`config.mk`:
```
export PLATFORM = sky130hd
export DESIGN_NAME = match_clear_engine
export DESIGN_NICKNAME = d
export VERILOG_FILES = /design/src/rtl/match_clear_engine.sv
export SDC_FILE = /design/constraint.sdc
export NUM_CORES = 1
export LEC_CHECK = 0
export ABC_AREA = 1
export CELL_PAD_IN_SITES_DETAIL_PLACEMENT = 0
export CELL_PAD_IN_SITES_GLOBAL_PLACEMENT = 1
export CORE_AREA = 2 2 212 214
export DETAILED_ROUTE_END_ITERATION = 10
export DIE_AREA = 0 0 214 216
export GPL_TIMING_DRIVEN = 0
export HOLD_SLACK_MARGIN = 0.02
export PLACE_DENSITY_LB_ADDON = 0.25
export SYNTH_ARGS = -nofsm -noshare
export SYNTH_HDL_FRONTEND = slang
export SYNTH_SLANG_ARGS = --single-unit
```
`constraint.sdc`:
```
create_clock -name clk -period 21 [get_ports clk]
set_input_delay 6.3 -clock clk [delete_from_list [all_inputs] [get_ports clk]]
set_output_delay 6.3 -clock clk [all_outputs]
set_load 0.05 [all_outputs]
```
`src/rtl/match_clear_engine.sv`:
```
// match_clear_engine: serial board load, then scan/clear/fall cascades
// until stable; one-cycle result pulse carries the accumulated score.
// Ports: clk, rst_n (async, active-low); in_valid/in_color raster load;
//   busy (load through result cycle); out_valid/out_score result strobe.
// Option: define MCE_PASS_COUNT_EN to add out_passes[4:0], the number of
//   scan passes that found at least one match.
module match_clear_engine #(
  parameter int ROWS     = 6,
  parameter int COLS     = 6,
  parameter int CW       = 3,
  parameter int EMPTY    = 7,
  parameter int MIN_RUN  = 3,
  parameter int SW       = 7,
  parameter int MAX_PASS = 15
) (
  input  logic          clk,
  input  logic          rst_n,
  input  logic          in_valid,
  input  logic [CW-1:0] in_color,
  output logic          busy,
  output logic          out_valid,
  output logic [SW-1:0] out_score
`ifdef MCE_PASS_COUNT_EN
  ,
  output logic [4:0]    out_passes
`endif
);

  localparam int N    = ROWS * COLS;
  localparam int MAXD = (ROWS > COLS) ? ROWS : COLS;
  localparam int IW   = (N > 1) ? $clog2(N) : 1;
  localparam int KW   = (MAXD > 1) ? $clog2(MAXD) : 1;
  localparam int PW   = $clog2(MAX_PASS + 1);
  localparam int HW   = $clog2(ROWS + COLS + 2);

  localparam logic [CW-1:0] EMPTY_C = CW'(EMPTY);
  localparam logic [SW-1:0] SMAX    = '1;

  typedef enum logic [2:0] {
    S_IDLE, S_LOAD, S_SCAN, S_CLEAR, S_FALL, S_DONE
  } state_t;

  state_t        state_q, state_d;
  logic [CW-1:0] board_q [N];
  logic [CW-1:0] board_d [N];
  logic [N-1:0]  mark_q, mark_d;
  logic [IW-1:0] idx_q, idx_d;
  logic [KW-1:0] k_q, k_d;
  logic [SW-1:0] score_q, score_d;
  logic [PW-1:0] pass_q, pass_d;
  logic          busy_q, busy_d;
  logic          out_valid_q, out_valid_d;
  logic [SW-1:0] out_score_q, out_score_d;
`ifdef MCE_PASS_COUNT_EN
  logic [4:0]    mpass_q, mpass_d;
  logic [4:0]    out_passes_q, out_passes_d;
`endif

  logic [N-1:0]  scan_mark;
  logic [HW-1:0] scan_hits;
  logic [SW:0]   score_sum;
  logic [CW-1:0] fall_board [N];
  logic          fall_moved;

  // Row k and column k are checked in the same cycle; every
  // equal non-empty window of MIN_RUN cells is one hit.
  always_comb begin
    logic run;
    run       = 1'b0;
    scan_mark = '0;
    scan_hits = '0;
    for (int r = 0; r < ROWS; r++) begin
      for (int j = 0; j <= COLS - MIN_RUN; j++) begin
        if (k_q == KW'(r)) begin
          run = (board_q[r*COLS+j] != EMPTY_C);
          for (int t = 1; t < MIN_RUN; t++) begin
            if (board_q[r*COLS+j+t] != board_q[r*COLS+j])
              run = 1'b0;
          end
          if (run) begin
            scan_hits = scan_hits + 1'b1;
            for (int t = 0; t < MIN_RUN; t++)
              scan_mark[r*COLS+j+t] = 1'b1;
          end
        end
      end
    end
    for (int c = 0; c < COLS; c++) begin
      for (int j = 0; j <= ROWS - MIN_RUN; j++) begin
        if (k_q == KW'(c)) begin
          run = (board_q[j*COLS+c] != EMPTY_C);
          for (int t = 1; t < MIN_RUN; t++) begin
            if (board_q[(j+t)*COLS+c] != board_q[j*COLS+c])
              run = 1'b0;
          end
          if (run) begin
            scan_hits = scan_hits + 1'b1;
            for (int t = 0; t < MIN_RUN; t++)
              scan_mark[(j+t)*COLS+c] = 1'b1;
          end
        end
      end
    end
  end

  // One gravity step: per column, the lowest hole with something
  // above it is filled by shifting everything above it down.
  always_comb begin
    logic seen;
    logic found;
    int   tgt;
    seen       = 1'b0;
    found      = 1'b0;
    tgt        = 0;
    fall_moved = 1'b0;
    fall_board = board_q;
    for (int c = 0; c < COLS; c++) begin
      seen  = 1'b0;
      found = 1'b0;
      tgt   = 0;
      for (int r = 0; r < ROWS; r++) begin
        if (board_q[r*COLS+c] == EMPTY_C) begin
          if (seen) begin
            found = 1'b1;
            tgt   = r;
          end
        end else begin
          seen = 1'b1;
        end
      end
      if (found) begin
        fall_moved = 1'b1;
        for (int r = 0; r < ROWS; r++) begin
          if (r == 0)
            fall_board[c] = EMPTY_C;
          else if (r <= tgt)
            fall_board[r*COLS+c] = board_q[(r-1)*COLS+c];
        end
      end
    end
  end

  always_comb begin
    score_sum   = {1'b0, score_q} + (SW+1)'(scan_hits);
    state_d     = state_q;
    board_d     = board_q;
    mark_d      = mark_q;
    idx_d       = idx_q;
    k_d         = k_q;
    score_d     = score_q;
    pass_d      = pass_q;
    busy_d      = busy_q;
    out_valid_d = 1'b0;
    out_score_d = '0;
`ifdef MCE_PASS_COUNT_EN
    mpass_d      = mpass_q;
    out_passes_d = '0;
`endif
    unique case (state_q)
      S_IDLE: begin
        if (in_valid) begin
          board_d[0] = in_color;
          idx_d      = IW'(1);
          mark_d     = '0;
          score_d    = '0;
          pass_d     = '0;
          busy_d     = 1'b1;
          state_d    = S_LOAD;
`ifdef MCE_PASS_COUNT_EN
          mpass_d    = '0;
`endif
        end
      end
      S_LOAD: begin
        if (in_valid) begin
          board_d[idx_q] = in_color;
          if (idx_q == IW'(N - 1)) begin
            k_d     = '0;
            state_d = S_SCAN;
          end else begin
            idx_d = idx_q + 1'b1;
          end
        end else begin
          busy_d  = 1'b0;
          state_d = S_IDLE;
        end
      end
      S_SCAN: begin
        mark_d  = mark_q | scan_mark;
        score_d = score_sum[SW] ? SMAX : score_sum[SW-1:0];
        if (k_q == KW'(MAXD - 1)) begin
          pass_d = pass_q + 1'b1;
`ifdef MCE_PASS_COUNT_EN
          if (|mark_d)
            mpass_d = mpass_q + 1'b1;
`endif
          if ((|mark_d) && (pass_d < PW'(MAX_PASS))) begin
            state_d = S_CLEAR;
          end else begin
            out_valid_d = 1'b1;
            out_score_d = score_d;
            state_d     = S_DONE;
`ifdef MCE_PASS_COUNT_EN
            out_passes_d = mpass_d;
`endif
          end
        end else begin
          k_d = k_q + 1'b1;
        end
      end
      S_CLEAR: begin
        for (int i = 0; i < N; i++) begin
          if (mark_q[i])
            board_d[i] = EMPTY_C;
        end
        mark_d  = '0;
        state_d = S_FALL;
      end
      S_FALL: begin
        board_d = fall_board;
        if (!fall_moved) begin
          k_d     = '0;
          state_d = S_SCAN;
        end
      end
      S_DONE: begin
        busy_d  = 1'b0;
        state_d = S_IDLE;
      end
      default: begin
        busy_d  = 1'b0;
        state_d = S_IDLE;
      end
    endcase
  end

  // Board contents need no reset; kept apart from the reset flops.
  always_ff @(posedge clk) begin
    board_q <= board_d;
  end

  always_ff @(posedge clk or negedge rst_n) begin
    if (!rst_n) begin
      state_q     <= S_IDLE;
      mark_q      <= '0;
      idx_q       <= '0;
      k_q         <= '0;
      score_q     <= '0;
      pass_q      <= '0;
      busy_q      <= 1'b0;
      out_valid_q <= 1'b0;
      out_score_q <= '0;
`ifdef MCE_PASS_COUNT_EN
      mpass_q      <= '0;
      out_passes_q <= '0;
`endif
    end else begin
      state_q     <= state_d;
      mark_q      <= mark_d;
      idx_q       <= idx_d;
      k_q         <= k_d;
      score_q     <= score_d;
      pass_q      <= pass_d;
      busy_q      <= busy_d;
      out_valid_q <= out_valid_d;
      out_score_q <= out_score_d;
`ifdef MCE_PASS_COUNT_EN
      mpass_q      <= mpass_d;
      out_passes_q <= out_passes_d;
`endif
    end
  end

  assign busy      = busy_q;
  assign out_valid = out_valid_q;
  assign out_score = out_score_q;
`ifdef MCE_PASS_COUNT_EN
  assign out_passes = out_passes_q;
`endif

endmodule

```
## Word-level counts from Yosys, hierarchy flattened

Index checks and enable logic that the tools add are counted.

| word-level totals | value |
|---|---|
| register bits after elaboration | 176 |
| output and inout bits | 9 |
| logic and storage cells | 1,166 |

| cells by class | value |
|---|---|
| add/sub/neg operators | 51 |
| order comparisons | 33 |
| equality and inequality tests | 255 |
| muxes and demuxes | 724 |
| bitwise logic cells | 3 |
| reductions and logical operators | 55 |

Operator list:

| cell | count |
|---|---|
| $mux 32 | 48 |
| $mux 3 | 162 |
| $mux 1 | 397 |
| $le 3x32->1 const A | 12 |
| $le 4x32->1 const A | 12 |
| $mux 4 | 96 |
| $pmux 105 s3 | 1 |
| $ne 3x3->1 | 96 |
| $add 4x1->4 const B | 48 |
| $le 2x32->1 const A | 6 |
| $ne 2x2->1 const B | 80 |
| $reduce_and 5->1 | 32 |
| $eq 3x3->1 const B | 39 |
| $bwmux 108 | 1 |
| $mux 108 | 1 |
| $pmux 36 s3 | 1 |
| $ne 3x3->1 const B | 33 |
| $mux 36 | 1 |
| $or 36x36->36 | 1 |
| $reduce_or 36->1 | 1 |
| $mux 7 | 5 |
| $reduce_and 4->1 | 7 |
| $demux 3 s6 | 1 |
| $mux 6 | 3 |
| other kinds (26) | 37 |

## Depth between registers and ports, before layout

| depth | value |
|---|---|
| word-level depth | 152 |
| mapped depth | 187 |
| mapped depth without buffers | 187 |

## Worst setup path after synthesis

Ideal clock, no wire load.

| timing path | value |
|---|---|
| path kind | register to register |
| start | register k_q[0] |
| end | register score_q[4] |
| setup time | 0.141 ns |
| arrival | 22.234 ns |
| path slack | -1.374 ns |
| stages on the path, launching flop included | 176 |
| buffers on the path | 0 |
| clock period less this slack | 22.374 ns |
| path through | dfrtp_1 -> inv_1 -> ha_1 -> inv_1 -> nor2_4 -> nand2_1 -> a21oi_1 -> nand3_1 -> nand2_1 -> nand2_1 -> inv_1 -> ha_1 -> nand2_1 -> o21ai_0 -> nand2_1 -> inv_1 -> ha_1 -> nand2_1 -> (+140 left out) -> nand2_1 -> nand3_1 -> and2_1 -> ha_1 -> a21oi_1 -> a21oi_1 -> ha_1 -> nor3_1 -> nor2_1 -> ha_1 -> a21oi_1 -> nor2_1 -> o21ai_0 -> a21oi_1 -> nand3_1 -> inv_1 -> a21oi_1 -> o22ai_1 |

| between the ends | value |
|---|---|
| cells in the longest elaborated chain, start to end | 146 |
| elaborated cells on any way between the ends | 151 |
| classes of those cells | add/sub (48); eq/ne (5); mux (97); reduce/logical (1) |

RTL lines:

| what | line | source |
|---|---|---|
| start, declared | 48 | `logic [KW-1:0] k_q, k_d;` |
| start signal, assigned | 261 | `k_q <= k_d;` |
| $logic_not 3->1 | 74, 90 |  |
| $mux 1 | 74 | `if (k_q == KW'(r)) begin` |
| $add 4x1->4 | 81 | `scan_hits = scan_hits + 1'b1;` |
| $mux 4 | 80 | `if (run) begin` |
| $mux 4 | 74 |  |
| $add 4x1->4 | 81 |  |
| $mux 4 | 80 |  |
| $mux 4 | 74 |  |
| (+130 left out) | -- |  |
| $mux 4 | 96 | `if (run) begin` |
| $mux 4 | 90 | `if (k_q == KW'(c)) begin` |
| $add 4x1->4 | 97 | `scan_hits = scan_hits + 1'b1;` |
| $mux 4 | 96 |  |
| $mux 4 (*) | 90 |  |
| $add 7x4->8 (*) | 144 | `score_sum = {1'b0, score_q} + (SW+1)'(scan_hits);` |
| $mux 7 (*) | 190 | `score_d = score_sum[SW] ? SMAX : score_sum[SW-1:0];` |
| $pmux 7 s2 (*) | 159 | `unique case (state_q)` |
| end signal, assigned | 262 | `score_q <= score_d;` |
| end, declared | 49 | `logic [SW-1:0] score_q, score_d;` |

Mark *: on every way between the ends. The rest lies on a longest branch, timed or not.
A chain may end at the register's enable or synchronous reset.

## Worst setup path in the final report

| timing path | value |
|---|---|
| start | register k_q[0] |
| end | register out_score_q[6], in the netlist out_score[6] |

| between the ends | value |
|---|---|
| cells in the longest elaborated chain, start to end | 148 |
| elaborated cells on any way between the ends | 342 |
| classes of those cells | add/sub (48); eq/ne (5); mux (285); bitwise (1); reduce/logical (3) |

RTL lines:

| what | line | source |
|---|---|---|
| $logic_not 3->1 | 74, 90 |  |
| $mux 1 | 74 |  |
| $add 4x1->4 | 81 |  |
| $mux 4 | 80 |  |
| $mux 4 | 74 |  |
| $add 4x1->4 | 81 |  |
| $mux 4 | 80 |  |
| $mux 4 | 74 |  |
| (+133 left out) | -- |  |
| $mux 4 | 96 |  |
| $mux 4 | 90 |  |
| $add 7x4->8 | 144 |  |
| $mux 7 | 190 |  |
| $mux 7 | 197 | `if ((\|mark_d) && (pass_d < PW'(MAX_PASS))) begin` |
| $mux 7 (*) | 191 | `if (k_q == KW'(MAXD - 1)) begin` |
| $mux 7 (*) | 159 |  |
| via out_score_d[6] | 53 | `logic [SW-1:0] out_score_q, out_score_d;` |
| end signal, assigned | 266 | `out_score_q <= out_score_d;` |
| end, declared | 53 |  |

The timed path passes the listed nets; every way through them passes the cells marked *.

==> run summary <==
Via count - 23,000
Ratio of cells with drive above 1 in the final layout - 18.6%
First-pass GRT wire length - 132,000 um
Vias in the first global route - 21,700
Fmax - 44.5 MHz
Final worst path period share - 107%
Crit path largest cell delay - 0.40 ns
Inst Count DP - 3,483
Most common cell after layout, fill and taps aside - nand2_1
Placer congestion estimate - 1.07
Hold Violations, Final - 0
Fin nets - 3,183
Required time of the critical path - 21.38 ns
Critical path endpoint - out_score[6]$_DFF_PN0_
WL/cell - 24.5 um
Slowest-stage cell, CP - dfrtp_1
Clock sinks - 176
Syn Inst Count - 2,874
Initial antenna violation count - 0
Syn Nets - 2,939
IO Count - 15
# port buffers - 13
Slew headroom - -2.08%
CTS root buf - clkbuf_16
Syn avg cell area - 6.49 um^2
Leakage - 10.7 nW
Syn-to-layout area delta - 22.2%
Most used cell, CP - nand2_1
Critical path startpoint category - flip-flop
Antenna cells - 0
Rows - 77
CTS buffer count - 17
Max_cap viols - 1
Status - complete, but fails checks
Horiz. Die Dim - 214 um
Flop-to-flop setup slack - -1.47 ns
Final setup viols - 14
Clock Skew - 0.0188 ns
RR Endpoint - out_score[6]$_DFF_PN0_
Setup WS post-layout - -1.47 ns
Fin cells - 3,723
Initial core utilization - 42.6%
Buf/Inv on CP - 36
Power Density - 107 nW/um^2
Most frequent cells in the layout - nand2_1 (568), inv_1 (439), nand3_1 (325)
Top delay family on crit path - simple AND/OR/NAND/NOR gates
Worst-Skew Late Latency - 0.46 ns
Remaining DRCs - 0
Die Area - 46,200 um^2
Total wire length - 91,300 um
Unrepaired setup endpoints after global routing - yes
HP Start - pass_q[3]$_DFFE_PN0P_
Library cells used by synthesis - 61
Levels on crit path - 180
Tot GR Track Use - 38.0%
Mapped cell area - 18,700 um^2
Chip Height - 216 um
R2R depth - 180
Synth Warn # - 0
Failing checks - max-capacitance violations, max-slew violations, negative setup slack
Drt first pass iters - 6
Largest net degree at the start of global routing - 69
Post-DP HPWL - 68,700 um
RR Startpoint - k_q[0]$_DFFE_PN0P_
Clock buffer depth - 2
Synth Register Bits - 176
Remaining antenna violation count - 0
Vias/cell - 6.17
Core Region - 43,800 um^2
Post-synthesis sequential area ratio - 26.5%
Pre-CTS setup slack - -2.49 ns
Crit path launch - k_q[0]$_DFFE_PN0P_
WS Path Type - reg -> reg
Reg clk slew, reported paths - 0.08 ns
1st-iter DRT viols - 2,935
CTS tree - yes
Critical path arrival - 22.85 ns
Total gr overflow - 0
Peak supply drop - 0.0644 mV
Worst setup EP type - flip-flop
CP Max Fanout - 4
Slew Limit Fails - 3
Tmin final - 22.47 ns
HP Class - reg -> reg
H-tree Lvls - 4
Worst Tran Pin Value - 1.52 ns
[worst min-delay path by stage]
stage / depth (start not counted) / slack (ns) / to
after floorplan: 2 / 0.45 / pass_q[3]$_DFFE_PN0P_
final: 2 / 0.53 / pass_q[3]$_DFFE_PN0P_
after global placement: 2 / 0.47 / pass_q[3]$_DFFE_PN0P_
after global routing: 2 / 0.57 / pass_q[3]$_DFFE_PN0P_
after CTS: 2 / 0.54 / pass_q[3]$_DFFE_PN0P_
after detailed placement: 2 / 0.52 / pass_q[3]$_DFFE_PN0P_
[cell usage after synthesis (all sizes together)]
master / n / area (um^2)
a21boi: 2 / 15.0
o2111ai: 11 / 96.3
clkbuf: 64 / 241
nor4: 32 / 200
o221ai: 91 / 797
nor2: 248 / 985
dfrtp: 68 / 1700
buf: 11 / 75.1
a211o: 1 / 8.76
o21ai: 164 / 825
or3: 1 / 6.26
xnor2: 23 / 201
nor3b: 2 / 15.0
o22ai: 40 / 256
inv: 475 / 1790
a311oi: 2 / 17.5
nand3b: 7 / 52.6
xor2: 28 / 264
a31o: 2 / 17.5
clkinv: 4 / 15.0
a21o: 1 / 7.51
a22o: 2 / 17.5
bufinv: 2 / 35.0
a21oi: 83 / 415
a2111oi: 19 / 166
edfxtp: 108 / 3240
nor3: 103 / 515
a221oi: 8 / 70.1
nand4: 56 / 350
a211oi: 13 / 97.6
nand3: 418 / 2350
o21a: 1 / 7.51
ha: 58 / 726
fa: 1 / 20.0
o211a: 1 / 10.0
and2: 5 / 31.3
o211ai: 15 / 113
a31oi: 3 / 18.8
o21bai: 1 / 7.51
o31ai: 4 / 30.0
a41oi: 1 / 8.76
nand2: 678 / 2720
o41ai: 1 / 8.76
or2: 16 / 100
[layout make-up]
cell class | instances | area, um^2
Tap cell | 592 | 741
Sequential cell | 176 | 4940
Clock buffer | 19 | 433
Buffer | 75 | 319
Fill cell | 4341 | 21100
Clock inverter | 13 | 138
Timing Repair Buffer | 225 | 1770
Inverter | 481 | 1850
Multi-Input combinational cell | 2142 | 12600
[routing by layer]
layer,wire [um],GRT usage (%)
met2,38700,58.4
met3,10100,9.09
met1,35600,47.8
met4,6950,24.6
met5,0,0
[cell families after synthesis]
logic type                 share of synthesized area (%)
and+or+nand+nor                                     39.3
buffers and inverters                               11.5
AOI/OAI and AO/OA                                   16.1
DFF                                                 26.5
adders and majority gates                           4.00
xor gates and xnor gates                            2.50
[worst register-to-register path, delay by kind of cell, from the launching register on]
kind	cells	cell delay, ns
buf+inv	36	2.60
xor+xnor	3	0.54
simple gates	105	11.56
fa+ha+maj	24	5.77
flops	1	0.40
compound gates	12	1.42
[metrics by stage]
stage	total power [mW]	util, %	hold slack (ns)	instance area, um^2	setup TNS, ns
3_5_place_dp	1.77	44.9	0.522	19700	-33.90
6_report	2.44	52.0	0.533	22800	-20.00
4_1_cts	2.26	50.2	0.537	22000	-14.30
5_1_grt	2.57	52.0	0.568	22800	-35.38
2_1_floorplan	1.35	-	0.453	18800	0
3_3_place_gp	1.74	44.8	0.475	19600	-32.04
[power breakdown]
| part | switching (mW) | total, mW | internal, mW |
|---|---|---|---|
| clock network | 0.153 | 0.329 | 0.175 |
| registers | 0.0724 | 0.539 | 0.467 |
| logic | 1.06 | 1.58 | 0.515 |
| total | 1.29 | 2.44 | 1.16 |
[what timing repair did]
| item | 4_1_cts | 5_1_grt |
|---|---|---|
| pin swaps | 131 | 140 |
| setup buffers | 185 | 25 |
| endpoints found under the setup margin | 14 | 14 |
| gates resized for setup | 97 | 135 |
| hold buffers | 0 | 0 |
| hold endpoints to repair | 0 | 0 |
Note: power is estimated with default switching activity, not from simulation.
